==> src/rtl/crc32_stream.sv <==
// Multi-byte-per-cycle reflected CRC-32 over framed byte streams.
// A beat of up to DATA_BYTES lanes is folded each cycle; the final CRC lands in a one-entry result register.
module crc32_stream #(
  parameter int unsigned DATA_BYTES = 4,
  parameter logic [31:0] POLY       = 32'hEDB88320,
  parameter logic [31:0] INIT       = 32'hFFFFFFFF,
  parameter logic [31:0] XOROUT     = 32'hFFFFFFFF,
  parameter logic [31:0] RESIDUE    = 32'hDEBB20E3
) (
  input  logic                      i_clk,
  input  logic                      i_rst,
  input  logic                      i_valid,
  output logic                      o_ready,
  input  logic [8*DATA_BYTES-1:0]   i_data,
  input  logic [DATA_BYTES-1:0]     i_keep,
  input  logic                      i_last,
  output logic                      o_valid,
  input  logic                      i_ready,
  output logic [31:0]               o_crc,
  output logic                      o_match
);

  // One byte through the reflected register, LSB of the byte first.
  function automatic logic [31:0] byte_step(input logic [31:0] crc_in, input logic [7:0] data_in);
    logic [31:0] c;
    c = crc_in;
    for (int b = 0; b < 8; b++) begin
      if (c[0] ^ data_in[b]) c = (c >> 1) ^ POLY;
      else                   c = c >> 1;
    end
    return c;
  endfunction

  logic [31:0] crc_reg;
  logic [31:0] crc_next;
  logic [31:0] result_reg;
  logic        match_reg;
  logic        valid_reg;
  logic        accept;

  logic [31:0] stage    [DATA_BYTES+1];
  logic        keep_run [DATA_BYTES];
  logic        lane_en  [DATA_BYTES];

  assign stage[0] = crc_reg;

  // keep_run[k] is set while lanes 0..k are all kept, so a hole in the mask
  // stops folding at the first cleared lane even if higher lanes are set.
  generate
    for (genvar gi = 0; gi < DATA_BYTES; gi++) begin : g_lane
      if (gi == 0) begin : g_first
        assign keep_run[gi] = i_keep[gi];
      end else begin : g_rest
        assign keep_run[gi] = keep_run[gi-1] & i_keep[gi];
      end
      assign lane_en[gi]    = !i_last || keep_run[gi];
      assign stage[gi+1]    = lane_en[gi] ? byte_step(stage[gi], i_data[8*gi +: 8]) : stage[gi];
    end
  endgenerate

  assign crc_next = stage[DATA_BYTES];
  assign o_ready  = !valid_reg || i_ready;
  assign accept   = i_valid && o_ready;

  always_ff @(posedge i_clk) begin
    if (i_rst) begin
      crc_reg    <= INIT;
      result_reg <= 32'h0;
      match_reg  <= 1'b0;
      valid_reg  <= 1'b0;
    end else begin
      if (valid_reg && i_ready) begin
        valid_reg <= 1'b0;
      end
      // A last beat loading in the same cycle as consumption keeps valid high.
      if (accept) begin
        if (i_last) begin
          crc_reg    <= INIT;
          result_reg <= crc_next ^ XOROUT;
          match_reg  <= (crc_next == RESIDUE);
          valid_reg  <= 1'b1;
        end else begin
          crc_reg    <= crc_next;
        end
      end
    end
  end

  assign o_valid = valid_reg;
  assign o_crc   = result_reg;
  assign o_match = match_reg;

endmodule
==> config.mk <==
export PLATFORM = sky130hd
export DESIGN_NAME = crc32_stream
export DESIGN_NICKNAME = d
export VERILOG_FILES = /design/src/rtl/crc32_stream.sv
export SDC_FILE = /design/constraint.sdc
export NUM_CORES = 1
export LEC_CHECK = 0
export CELL_PAD_IN_SITES_DETAIL_PLACEMENT = 1
export CELL_PAD_IN_SITES_GLOBAL_PLACEMENT = 1
export CORE_MARGIN = 2
export CORE_UTILIZATION = 30
export CTS_CLUSTER_SIZE = 28
export DETAILED_ROUTE_END_ITERATION = 10
export PLACE_DENSITY_LB_ADDON = 0.1
export SKIP_LAST_GASP = 1
export SLEW_MARGIN = 20
export SYNTH_ARGS = -nofsm -noshare
export SYNTH_HDL_FRONTEND = slang
export SYNTH_SLANG_ARGS = --single-unit
==> constraint.sdc <==
create_clock -name i_clk -period 14.1 [get_ports i_clk]
set_input_delay 2.115 -clock i_clk [delete_from_list [all_inputs] [get_ports i_clk]]
set_output_delay 2.115 -clock i_clk [all_outputs]
set_load 0.01 [all_outputs]
==> results of run 1 <==
critical path, delay by kind of cell:
kind                   cells  cell delay (ns)
buffers and inverters      1             0.79
XOR/XNOR                   5             2.22
AND/OR/NAND/NOR            6             3.16
AO/OA/AOI/OAI              5             1.11
final cells by class:
cell class / count / area [µm²] / share of cell area
Tap cell: 335 / 419.2 / 0.04476
Sequential cell: 66 / 1321 / 0.1411
Timing Repair Buffer: 88 / 848.3 / 0.09058
Clock inverter: 6 / 65.06 / 0.006947
Clock buffer: 10 / 239.0 / 0.02552
Multi-Input combinational cell: 809 / 6469 / 0.6907
Inverter: 1 / 3.754 / 0.0004008
layer usage:
metal  track usage  up-vias
met3       0.02293       22
met2        0.3599      130
met5             0        -
met1        0.3041     3354
met4       0.03478        0
li1              -     3309
metrics by stage:
stage | instances | cell area [µm²]
2_1_floorplan | 929 | 7999
3_3_place_gp | 1299 | 9061
3_5_place_dp | 1299 | 9061
4_1_cts | 1315 | 9365
5_1_grt | 1315 | 9365
6_report | 1315 | 9365
final timing paths:
path	endpoint	slack, ns	depth (start not counted)
max	o_match	4.92	17
min	o_crc[19]	0.45	2
min reg2reg	o_crc[19]	0.45	2
max reg2reg	o_match	7.07	17
cell usage after synthesis (4+ instances only):
library cell,count
a211oi_1,10
mux2i_1,56
xnor2_1,140
a21o_1,4
a21oi_1,43
xnor2_2,13
o211ai_1,27
nand3_1,23
xnor3_1,38
or3_1,6
and2_1,9
clkbuf_1,40
dfxtp_1,66
nor2_1,86
nand2b_1,8
a21boi_0,4
xor3_1,11
nor3_1,18
nand2_1,119
buf_1,8
and3_1,8
mux2_2,5
xor2_1,62
o21ai_0,28
nor4_1,5
o21a_1,10
nand4_1,8
or2_2,4
cell families (layout without fill, tap and decap cells):
kind of cell	count (synthesis)	in the layout	share of synthesized area
and+or+nand+nor	319	319	0.1888
xor gates and xnor gates	270	270	0.4056
AOI/OAI and AO/OA	157	157	0.1331
DFF	66	66	0.1652
muxes	63	63	0.08056
buffers and inverters	54	105	0.02675
==> flow_metrics.py, run 1 <==
metrics = {
    "setup_path": {
        "cpPeakStageDelay_ns": 0.91,
        "worstPathRequired_ns": 14.34,
        "arrival_ns": 9.42,
        "path_cells": "clkdlybuf4s50_1 -> nor2b_2 -> nor2_1 -> nand3_1 -> o2111ai_1 -> nor2_1 -> xnor3_1 -> o221ai_1 -> and2_1 -> xor3_1 -> o21a_1 -> xor2_1 -> xor2_1 -> xnor2_1 -> a21oi_1 -> or4b_2 -> o31ai_2",
        "critPathLaunch": "i_last",
        "crit_fanout": 27,
        "crit_slowest_cell": "nor2b_2",
        "crit_type": "primary input to flip-flop",
        "r2r-start": "crc_reg[5]",
        "start_kind": "primary input",
        "endpoint_kind": "flip-flop",
    },
    "clock_tree": {
        "cts_resized": 0,
        "cts_made_buffers": 9,
        "cts.clk_slew.worst_paths_ns": 0.05,
        "clock_latency_ns": 0.33,
        "cts_buffer_depth": 2,
        "cts_root_buffer": "clkbuf_16",
        "cts_setup_buffers": 0,
        "h-tree-depth": 3,
        "numClockSinks": 66,
        "cts_hold_buf": 0,
        "cts_tree": "done",
    },
    "placement": {
        "port_buffers": 75,
        "place_ws_ns": 4.517,
        "place_congestion": 0.8672,
        "dpl.hpwl_mm": 24.30,
    },
    "sta": {
        "max_freq_mhz": 108.9,
        "fin_crit_sh": 0.6511,
        "max-slew-margin-rel": 0.3237,
        "fin_skew_ns": 0.01035,
        "whs_ns": 0.4541,
        "finalHoldViolCount": 0,
        "fin_crit_ns": 9.180,
        "maxSlewViolCount": 0,
        "worst_slack_ns": 4.920,
        "setup_viol": 0,
        "worstMarginPinSlew_ns": 1.010,
        "grt_setup_unrepaired": "no",
        "setup-tns-final_ns": 0,
    },
    "synthesis": {
        "yosys.area.top_type": "dfxtp_1",
        "synth-seq-area-share": 0.1652,
        "syn_avg_cell_area_um2": 8.610,
        "synth_edf_count": 0,
        "yosys_warnings": 0,
        "ys.flop_type": "dfxtp_1",
        "synth.distinct_cells": 76,
        "synth_top_area_share": 0.1652,
        "netlist_area_mm2": 0.007999,
        "yosys-top-cells-area": "dfxtp_1 17%, xnor2_1 15%, xnor3_1 11%",
        "synthArstFlopShare": 0,
        "syn_nets": 970,
        "synthCells": 929,
        "postSynthRegisterBits": 66,
    },
    "final_layout": {
        "final_common_cell": "xnor2_1",
        "layout-drive-gt1-share": 0.07959,
        "utilization": 0.3584,
        "n_fill_cell": 3064,
        "nets": 1016,
        "syn_to_final_growth_pct": 17.08,
        "num_antenna_cells": 0,
        "final_cell_mix": "140 x xnor2_1, 119 x nand2_1, 85 x nor2_1",
    },
    "outcome": {
        "status": "complete, but fails checks",
        "violations": "design-rule violations",
    },
    "floorplanning": {
        "dieHeight_um": 167.3,
        "rows": 59,
        "die_w_um": 167.3,
        "dieArea_mm2": 0.02799,
        "io_pins": 76,
        "fp.coreArea_mm2": 0.02613,
        "initial_utilization": 0.3061,
    },
    "route": {
        "drtPass1Iterations": 8,
        "wl_met1_mm": 14.67,
        "remaining_drc_errors": 5,
        "wl_met2_mm": 14.12,
        "wl_per_cell_um": 22.99,
        "drt-initial-drc-count": 452,
        "vias": 6815,
        "wl_mm": 30.24,
        "dr_wl_met3_mm": 1.036,
        "ant_nets": 0,
        "highest_layer": "met4",
        "vias_per_cell": 5.183,
    },
    "grt": {
        "grt_max_degree": 53,
        "grt_overflow": 0,
        "gr-usage-all-layers": 0.2150,
        "grt_pass1_wl_mm": 45.26,
        "grt_pass1_vias": 6969,
        "antenna_found_initial": 1,
    },
    "worst_hold_path": {
        "worstHoldStart": "o_crc[19]",
        "hold_path_class": "flip-flop to flip-flop",
    },
    "flow_run": {
        "drv_cap": 0,
    },
}
Power of run 1 is not shown: default switching activity piles up to over one toggle a cycle in this logic, so the estimate is an artifact.
==> run 2, diff against run 1 <==
==> constraint.sdc (replaced) <==
create_clock -name i_clk -period 8.3 [get_ports i_clk]
set_input_delay 1.245 -clock i_clk [delete_from_list [all_inputs] [get_ports i_clk]]
set_output_delay 1.245 -clock i_clk [all_outputs]
set_load 0.01 [all_outputs]
==> flow_metrics.py, run 2 (synthesized netlist as in run 1, its figures left out) <==
metrics = {
    "final_layout": {
        "final_cell_mix": "140 x xnor2_1, 119 x nand2_1, 85 x nor2_1",
        "utilization": 0.3636,
        "multiInputGateArea_mm2": 0.006469,
        "final_common_cell": "xnor2_1",
        "fin_area_mm2": 0.009502,
        "n_fill_cell": 3087,
        "layout-drive-gt1-share": 0.09880,
        "syn_to_final_growth_pct": 18.79,
        "nets": 1040,
        "seqCellArea_mm2": 0.001321,
        "num_antenna_cells": 0,
    },
    "sta": {
        "setup_viol": 0,
        "worst_slack_ns": 0.6603,
        "max_freq_mhz": 130.9,
        "grt_setup_unrepaired": "no",
        "maxSlewViolCount": 0,
        "setup-tns-final_ns": 0,
        "fin_crit_ns": 7.640,
        "finalHoldViolCount": 0,
        "fin_skew_ns": 0.004797,
        "max-slew-margin-rel": 0.3195,
        "worstMarginPinSlew_ns": 1.018,
        "fin_crit_sh": 0.9204,
    },
    "route": {
        "vias": 6940,
        "vias_per_cell": 5.191,
        "ant_nets": 0,
        "drtPass1Iterations": 8,
        "remaining_drc_errors": 5,
        "drt-initial-drc-count": 508,
        "wl_per_cell_um": 23.57,
        "wl_mm": 31.51,
    },
    "clock_tree": {
        "cts_buffer_depth": 2,
        "cts_hold_buf": 0,
        "cts_setup_buffers": 0,
        "numClockSinks": 66,
        "h-tree-depth": 3,
        "clock_latency_ns": 0.33,
        "cts_resized": 0,
        "cts_tree": "done",
        "cts_root_buffer": "clkbuf_16",
        "cts_made_buffers": 9,
        "cts.clk_slew.worst_paths_ns": 0.05,
    },
    "floorplanning": {
        "dieHeight_um": 167.3,
        "initial_utilization": 0.3061,
        "io_pins": 76,
        "rows": 59,
        "fp.coreArea_mm2": 0.02613,
        "dieArea_mm2": 0.02799,
        "die_w_um": 167.3,
    },
    "setup_path": {
        "crit_type": "primary input to flip-flop",
        "endpoint_kind": "flip-flop",
        "start_kind": "primary input",
        "arrival_ns": 7.88,
        "worstPathRequired_ns": 8.54,
        "crit_fanout": 9,
    },
    "placement": {
        "place_congestion": 0.8971,
        "place_ws_ns": 0.3383,
        "dpl.hpwl_mm": 25.84,
        "port_buffers": 75,
        "postPlaceCellArea_mm2": 0.009241,
    },
    "worst_hold_path": {
        "hold_path_class": "flip-flop to flip-flop",
    },
    "outcome": {
        "violations": "design-rule violations",
        "status": "complete, but fails checks",
    },
    "grt": {
        "antenna_found_initial": 0,
        "grt_pass1_vias": 7051,
        "grt_pass1_wl_mm": 46.85,
        "grt_max_degree": 53,
        "gr-usage-all-layers": 0.2256,
        "grt_overflow": 0,
    },
    "flow_run": {
        "drv_cap": 0,
    },
}
==> run 2: cell count changes in the layout (fill, tap and decap cells not counted), sizes merged <==
cell / previous run / this run
bufinv: 1 / 0
inv: 2 / 1
clkinv: 3 / 2
buf: 13 / 37
clkbuf: 10 / 11
==> run 2: area by class of cell <==
cell class | count | area share
Multi-Input combinational cell | 809 | 0.6808
Sequential cell | 66 | 0.1391
Timing Repair Buffer | 112 | 0.1082
Tap cell | 335 | 0.04411
Clock buffer | 11 | 0.02555
Clock inverter | 3 | 0.001844
Inverter | 1 | 0.0003950
==> run 2: worst max-delay path, cell delays in order <==
cell	delay, ns
clkdlybuf4s50_1	0.52
xnor2_4	0.42
xnor3_1	0.45
mux2i_1	0.31
nand2_1	0.32
a2111oi_2	0.55
nand2_1	0.38
xnor2_2	0.52
xnor3_1	0.40
o21a_1	0.30
xnor2_4	0.23
xnor2_1	0.52
xor2_1	0.23
xnor2_1	0.14
a21oi_1	0.22
or3b_1	0.44
or4_1	0.52
o31ai_2	0.18
==> run 2: metrics by stage <==
stage	hold slack, ns	instances
3_3_place_gp	0.4506	1323
4_1_cts	0.4645	1337
6_report	0.4591	1337
3_5_place_dp	0.4545	1323
5_1_grt	0.4867	1337
2_1_floorplan	0.4604	929
==> run 2: routing by layer <==
layer,vias up,track usage,routed length (µm)
li1,3350,-,-
met1,3446,0.3256,15640
met2,124,0.3729,14630
met3,20,0.02293,903
met4,0,0.03138,335
met5,-,0,0
==> run 2: worst paths after layout <==
path | slack (ns) | cells after the start | startpoint | end
setup / recovery | 0.66 | 18 | i_data[0] | o_match
hold / removal | 0.46 | 2 | o_crc[16] | o_crc[16]
setup reg to reg | 1.61 | 17 | crc_reg[7] | o_match
hold reg to reg | 0.46 | 2 | o_crc[16] | o_crc[16]
Power of run 2 is left out for the same reason.
==> run 3, diff against run 2 <==
--- a/config.mk
+++ b/config.mk
@@ -13,7 +13,7 @@
 export DETAILED_ROUTE_END_ITERATION = 10
 export PLACE_DENSITY_LB_ADDON = 0.1
 export SKIP_LAST_GASP = 1
-export SLEW_MARGIN = 20
+export SLEW_MARGIN = 10
 export SYNTH_ARGS = -nofsm -noshare
 export SYNTH_HDL_FRONTEND = slang
 export SYNTH_SLANG_ARGS = --single-unit
==> results of run 3 <==
No change in the layout: final DEF, timing and power equal those of run 2.
Power of run 3 is left out for the same reason.
